--- src/rtl/filter_window_mirror_if.sv ---
// Column-in / window-out bus of the mirrored filter window.
// The master side feeds columns and observes windows.
interface filter_window_mirror_if #(
    parameter int PIX_BIT    = 8,
    parameter int MASK_WIDTH = 7,
    parameter int IMG_WIDTH  = 640
);
    localparam int CW = $clog2(IMG_WIDTH);

    logic                                     in_valid;
    logic                                     in_ready;
    logic [PIX_BIT*MASK_WIDTH-1:0]            sngl_col_pixs_in;
    logic                                     out_valid;
    logic                                     out_sol;
    logic                                     out_eol;
    logic [CW-1:0]                            out_col;
    logic [PIX_BIT*MASK_WIDTH*MASK_WIDTH-1:0] masked_pixs_out;

    modport master (
        output in_valid, sngl_col_pixs_in,
        input  in_ready, out_valid, out_sol, out_eol, out_col, masked_pixs_out
    );

    modport slave (
        input  in_valid, sngl_col_pixs_in,
        output in_ready, out_valid, out_sol, out_eol, out_col, masked_pixs_out
    );
endinterface

--- src/rtl/filter_window_mirror.sv ---
// Builds a MASK_WIDTH x MASK_WIDTH window per centre column from a column stream,
// mirroring without edge duplication at both row borders.
module filter_window_mirror #(
    parameter int PIX_BIT    = 8,
    parameter int MASK_WIDTH = 7,
    parameter int IMG_WIDTH  = 640
) (
    input  logic                  clk,
    input  logic                  reset,
    filter_window_mirror_if.slave bus
);
    localparam int R  = (MASK_WIDTH - 1) / 2;
    localparam int CW = $clog2(IMG_WIDTH);
    localparam int AW = $clog2(MASK_WIDTH);
    localparam int SW = $clog2(2 * MASK_WIDTH);
    localparam int DW = PIX_BIT * MASK_WIDTH;

    localparam logic [1:0] S_FILL  = 2'd0;
    localparam logic [1:0] S_RUN   = 2'd1;
    localparam logic [1:0] S_FLUSH = 2'd2;

    localparam logic [CW-1:0] LAST_C    = CW'(IMG_WIDTH - 1);
    localparam logic [CW-1:0] R_C       = CW'(R);
    localparam logic [CW-1:0] RM1_C     = CW'(R - 1);
    localparam logic [CW-1:0] SELMAX_C  = CW'(MASK_WIDTH - 1);
    localparam logic [CW-1:0] FLBASE_C  = CW'(IMG_WIDTH - 1 - R);

    logic [1:0]    state_q, state_d;
    logic [CW-1:0] n_q, n_d;
    logic [CW-1:0] f_q, f_d;
    logic [DW-1:0] win_q [MASK_WIDTH];
    logic          out_valid_q, out_valid_d;
    logic          sol_q, sol_d;
    logic          eol_q, eol_d;
    logic [CW-1:0] col_q, col_d;
    logic          mode_q, mode_d;
    logic [SW-1:0] sel_q, sel_d;
    logic          accept;

    assign bus.in_ready = (state_q != S_FLUSH);
    assign accept       = bus.in_valid && bus.in_ready;

    always_comb begin
        state_d     = state_q;
        n_d         = n_q;
        f_d         = f_q;
        out_valid_d = 1'b0;
        sol_d       = 1'b0;
        eol_d       = 1'b0;
        col_d       = col_q;
        mode_d      = mode_q;
        sel_d       = sel_q;
        case (state_q)
            S_FILL: begin
                if (accept) begin
                    n_d = n_q + 1'b1;
                    if (n_q == RM1_C) state_d = S_RUN;
                end
            end
            S_RUN: begin
                if (accept) begin
                    out_valid_d = 1'b1;
                    mode_d      = 1'b0;
                    // Only the first few columns of a row can need the left mirror.
                    sel_d       = (n_q >= SELMAX_C) ? SW'(MASK_WIDTH - 1) : SW'(n_q);
                    col_d       = n_q - R_C;
                    sol_d       = (n_q == R_C);
                    if (n_q == LAST_C) begin
                        state_d = S_FLUSH;
                        n_d     = '0;
                        f_d     = CW'(1);
                    end else begin
                        n_d = n_q + 1'b1;
                    end
                end
            end
            S_FLUSH: begin
                out_valid_d = 1'b1;
                mode_d      = 1'b1;
                sel_d       = SW'(f_q);
                col_d       = FLBASE_C + f_q;
                eol_d       = (f_q == R_C);
                if (f_q == R_C) begin
                    state_d = S_FILL;
                    f_d     = '0;
                end else begin
                    f_d = f_q + 1'b1;
                end
            end
            default: state_d = S_FILL;
        endcase
    end

    always_ff @(posedge clk or negedge reset) begin
        if (!reset) begin
            state_q     <= S_FILL;
            n_q         <= '0;
            f_q         <= '0;
            out_valid_q <= 1'b0;
            sol_q       <= 1'b0;
            eol_q       <= 1'b0;
            col_q       <= '0;
            mode_q      <= 1'b0;
            sel_q       <= '0;
            for (int k = 0; k < MASK_WIDTH; k++) win_q[k] <= '0;
        end else begin
            state_q     <= state_d;
            n_q         <= n_d;
            f_q         <= f_d;
            out_valid_q <= out_valid_d;
            sol_q       <= sol_d;
            eol_q       <= eol_d;
            col_q       <= col_d;
            mode_q      <= mode_d;
            sel_q       <= sel_d;
            if (accept) begin
                win_q[0] <= bus.sngl_col_pixs_in;
                for (int k = 1; k < MASK_WIDTH; k++) win_q[k] <= win_q[k-1];
            end
        end
    end

    assign bus.out_valid = out_valid_q;
    assign bus.out_sol   = sol_q;
    assign bus.out_eol   = eol_q;
    assign bus.out_col   = col_q;

    // Left mirror folds about the newest column index, right mirror about f.
    for (genvar gi = 0; gi < MASK_WIDTH; gi++) begin : g_col
        localparam logic [SW-1:0] I_C = SW'(gi);
        logic [SW-1:0] idx;
        logic [DW-1:0] col_w;
        always_comb begin
            if (mode_q)            idx = (I_C >= sel_q) ? (I_C - sel_q) : (sel_q - I_C);
            else if (I_C <= sel_q) idx = I_C;
            else                   idx = (sel_q << 1) - I_C;
            col_w = win_q[idx[AW-1:0]];
        end
        for (genvar gj = 0; gj < MASK_WIDTH; gj++) begin : g_row
            assign bus.masked_pixs_out[(gj*MASK_WIDTH+gi)*PIX_BIT +: PIX_BIT] =
                col_w[gj*PIX_BIT +: PIX_BIT];
        end
    end
endmodule

--- src/flat_wrapper.sv ---
// flat-port wrapper written by rule: the top's interface ports become plain ports
module filter_window_mirror_flat 
#(
    parameter int PIX_BIT    = 8,
    parameter int MASK_WIDTH = 7,
    parameter int IMG_WIDTH  = 640
)
  (clk, reset, bus_in_valid, bus_sngl_col_pixs_in, bus_in_ready, bus_out_valid, bus_out_sol, bus_out_eol, bus_out_col, bus_masked_pixs_out);
  filter_window_mirror_if #(.PIX_BIT(PIX_BIT), .MASK_WIDTH(MASK_WIDTH), .IMG_WIDTH(IMG_WIDTH)) bus_i ();
  input  logic clk;
  input  logic reset;
  input wire logic [$bits(bus_i.in_valid)-1:0] bus_in_valid;
  input wire logic [$bits(bus_i.sngl_col_pixs_in)-1:0] bus_sngl_col_pixs_in;
  output wire logic [$bits(bus_i.in_ready)-1:0] bus_in_ready;
  output wire logic [$bits(bus_i.out_valid)-1:0] bus_out_valid;
  output wire logic [$bits(bus_i.out_sol)-1:0] bus_out_sol;
  output wire logic [$bits(bus_i.out_eol)-1:0] bus_out_eol;
  output wire logic [$bits(bus_i.out_col)-1:0] bus_out_col;
  output wire logic [$bits(bus_i.masked_pixs_out)-1:0] bus_masked_pixs_out;
  assign bus_i.in_valid = bus_in_valid;
  assign bus_i.sngl_col_pixs_in = bus_sngl_col_pixs_in;
  assign bus_in_ready = bus_i.in_ready;
  assign bus_out_valid = bus_i.out_valid;
  assign bus_out_sol = bus_i.out_sol;
  assign bus_out_eol = bus_i.out_eol;
  assign bus_out_col = bus_i.out_col;
  assign bus_masked_pixs_out = bus_i.masked_pixs_out;
  filter_window_mirror #(.PIX_BIT(PIX_BIT), .MASK_WIDTH(MASK_WIDTH), .IMG_WIDTH(IMG_WIDTH)) u_core (.clk(clk), .reset(reset), .bus(bus_i));
endmodule
--- config.mk ---
export PLATFORM = sky130hd
export DESIGN_NAME = filter_window_mirror_flat
export DESIGN_NICKNAME = d
export VERILOG_FILES = /design/src/rtl/filter_window_mirror_if.sv /design/src/rtl/filter_window_mirror.sv /design/src/flat_wrapper.sv
export SDC_FILE = /design/constraint.sdc
export NUM_CORES = 2
export LEC_CHECK = 0
export ABC_AREA = 1
export BUFFER_PORTS_ARGS = -buffer_cell sky130_fd_sc_hd__buf_2
export CAP_MARGIN = 30
export CORE_UTILIZATION = 40
export CTS_CLUSTER_SIZE = 12
export DETAILED_ROUTE_END_ITERATION = 8
export PLACE_DENSITY_LB_ADDON = 0.2
export SLEW_MARGIN = 20
export SYNTH_ARGS = -nofsm -noshare
export SYNTH_HDL_FRONTEND = slang
export SYNTH_SLANG_ARGS = --single-unit
export TNS_END_PERCENT = 5
--- constraint.sdc ---
create_clock -name clk -period 2.46 [get_ports clk]
set_input_delay 0.369 -clock clk [delete_from_list [all_inputs] [get_ports clk]]
set_output_delay 0.369 -clock clk [all_outputs]
set_load 0.02 [all_outputs]
==> impl_metrics.csv <==
group,metric,value,unit
run,max_cap_violations,0,
timing,fin_skew,0.0201,ns
yosys,synthTopCellsByArea,"dfrtp_1, nand2_1, nand3_1, o21ai_0, inv_1",
timing,fin_crit,3.16,ns
clock_tree,clk_path_buf_depth,3,
global_route,grt.total_usage,0.349,
global_route,use_met2,0.542,
setup_path,cp.required,2.09,ns
routing,dr.pass1.iters,9,
yosys,synth_seq_cells,432,
timing,slew_viol_final,0,
yosys,seq_area_frac_synth,0.302,
floorplanning,die-area,0.0908,mm2
global_route,grt_busiest_layer,"met2",
global_route,grt_max_degree,165,
timing,maxSlewHeadroom,0.588,
setup_path,r2r-start,"u_core.state_q[0]",
setup_path,cp_max_fo,25,
floorplanning,rows,109,
min_path,hp-start,"bus_sngl_col_pixs_in[24]",
routing,dr_total_vias,46100,
setup_path,crit_path_end_kind,"primary output",
clock_tree,cts_sinks,432,
cells_and_area,fin_area,0.0498,mm2
clock_tree,numCtsBuffers,54,
cells_and_area,drive_above_1_share,0.219,
yosys,synth_top_area_cell,"dfrtp_1",
yosys,syn_area,0.0358,mm2
routing,drt-total-wl,177000,um
cells_and_area,syn_to_final_growth,38.9,%
routing,ant_nets,0,
yosys,synth_cell_types,33,
timing,rsz0062_at_grt,"true",
yosys,synth_cells,6067,
floorplanning,die_x,301,um
cells_and_area,final_util,0.563,
routing,drt-initial-drc-count,6346,
placed_design,routabilityCongestion,1.00,
cells_and_area,n_fill_cell,8677,
placed_design,placed_cell_area,0.0432,mm2
clock_tree,clock-root-buffer,"clkbuf_16",
placed_design,hpwl,115000,um
global_route,grt_pass1_vias,40100,
outcome,outcome,"finished, violations left",
global_route,grt_overflow_total,0,
global_route,met1_usage,0.470,
yosys,synth_top_area_frac,0.302,
min_path,hold_path_class,"input port to flop",
timing,setup_ws,-0.695,ns
cells_and_area,multi_input_area,0.0220,mm2
timing,setup_viol,393,
timing,tightest_slew,0.618,ns
clock_tree,h-tree-depth,2,
routing,wl_per_cell,22.1,um
yosys,ys_warn_count,0,
global_route,grt_pass1_wl,245000,um
clock_tree,path_clk_slew,0.06,ns
routing,drc,146,
placed_design,io_buffer_count,464,
setup_path,startpoint_type,"flop",
timing,max_freq,317,MHz
global_route,use_met3,0.0715,
yosys,syn-num-nets,6142,
clock_tree,clk_latency,0.62,ns
timing,fin_setup_tns,-238.84,ns
yosys,syn_avg_cell_area,5.91,um2
floorplanning,die_h,301,um
cells_and_area,nNetsFinal,6851,
outcome,violations,"design-rule violations, negative setup slack",
cells_and_area,seqCellArea,0.0108,mm2
timing,fin_crit_sh,1.28,
clock_tree,cts_tree,"done",
timing,hold_viol_final,0,
floorplanning,initial_core_util,0.405,
global_route,antenna_found_initial,3,
floorplanning,io_pins,465,
routing,via_per_inst,5.77,
setup_path,criticalPathCategory,"flop to primary output",
floorplanning,core_region_area,0.0885,mm2
setup_path,cp.arrival,2.79,ns
setup_path,timing.critical_path.from,"u_core.sel_q[0]",
==> worst paths after layout <==
check                                            to  slack, ns  cells after the start
setup / recovery           bus_masked_pixs_out[280]      -0.70                     10
hold / removal                    u_core.win_q[360]       0.02                      3
setup reg to reg                  u_core.win_q[350]       0.22                      7
hold reg to reg               u_core.bus.out_col[5]       0.48                      2
max in group asynchronous         u_core.win_q[127]       1.23                      3
min in group asynchronous          u_core.win_q[50]       0.29                      2
==> through the flow <==
| stage | std cells | worst slack (ns) | hold WS (ns) |
|---|---|---|---|
| final | 7986 | -0.695 | 0.0176 |
| after global routing | 7985 | -0.748 | 0.0288 |
| after CTS | 7908 | -0.700 | 0.00199 |
| after detailed placement | 7717 | -0.424 | 0.352 |
| after global placement | 7717 | -0.390 | 0.347 |
| after floorplan | 6067 | -0.0942 | 0.0734 |
==> synth_stat cells <==
cell,number
nor2_1,92
nor3b_1,1
a21boi_0,1
nor2_4,1
a21oi_1,70
nand3_1,1237
nor3b_2,1
o21ai_0,790
clkbuf_1,175
ha_1,16
buf_4,29
o22ai_1,1
dfrtp_1,432
nor3_1,4
nor2_2,1
nand3_2,3
o21ai_2,3
nand2_1,2156
o31ai_1,1
xor2_1,6
nand3b_1,1
o21a_1,1
inv_1,500
nor4_1,2
inv_2,6
nand2_2,7
buf_2,287
o21ai_1,85
o211a_1,1
buf_1,26
nand4_1,71
buf_6,2
o211ai_1,58
==> layout make-up <==
type	instances	share of cell area
Antenna cell	1	0.0000503
Inverter	506	0.0390
Timing Repair Buffer	1168	0.234
Tap cell	1165	0.0293
Clock inverter	29	0.00777
Multi-Input combinational cell	4614	0.442
Clock buffer	71	0.0298
Sequential cell	432	0.217
==> logic make-up (layout without fill, tap and decap cells) <==
kind of cell,Yosys count,after routing,synth area share
and+or+nand+nor,3577,3581,0.425
xor gates and xnor gates,6,6,0.00147
buffers and inverters,1025,1774,0.121
AOI/OAI and AO/OA,1011,1011,0.146
adders and majority gates,16,16,0.00558
DFF,432,432,0.302
other,0,1,0
==> metal layers <==
metal / wire length [um] / part of all wire
met3: 20900 / 0.12
met4: 9230 / 0.052
met1: 68800 / 0.39
met2: 77700 / 0.44
met5: 11 / 0.000062
==> cells in the final DEF (no fill, tap or decap), drive strengths merged <==
cell type,n
nand2,2167
nand3,1240
buf,1083
o21ai,878
inv,510
dfrtp,432
clkbuf,106
nor2,94
nand4,71
a21oi,70
o211ai,58
dlygate4sd3,50
ha,16
clkinv,14
bufinv,8
xor2,6
nor3,4
clkinvlp,3
nor4,2
nor3b,2
diode,1
a21boi,1
o22ai,1
nand3b,1
o211a,1
o31ai,1
o21a,1
==> flip-flops by register name, summed over array words and instances, names as in the netlist <==
| name | cells |
|---|---|
| u_core.state_q | 2 |
| u_core.n_q | 10 |
| u_core.bus.out_valid | 1 |
| u_core.win_q | 392 |
| u_core.f_q | 10 |
| u_core.bus.out_sol | 1 |
| u_core.bus.out_col | 10 |
| u_core.sel_q | 4 |
| u_core.bus.out_eol | 1 |
| u_core.mode_q | 1 |
==> critical path: stages (launching register included) <==
cell	delay [ns]
dfrtp_2	0.45
buf_4	0.22
nand2_8	0.15
buf_12	0.21
buf_12	0.17
o21ai_0	0.25
buf_4	0.20
nand4_1	0.09
nand3_1	0.11
o21ai_1	0.11
buf_2	0.17
==> repair_timing <==
item,4_1_cts,5_1_grt
hold buffers,50,0
setup endpoints to repair,393,393
setup buffers,28,40
cloned,14,40
hold endpoints to repair,91,0
pin swaps,31,62
resized for setup,336,464
Power is left out: the tool's default activity adds up to more than one toggle a clock period on the data nets, which glitch-free logic cannot reach.
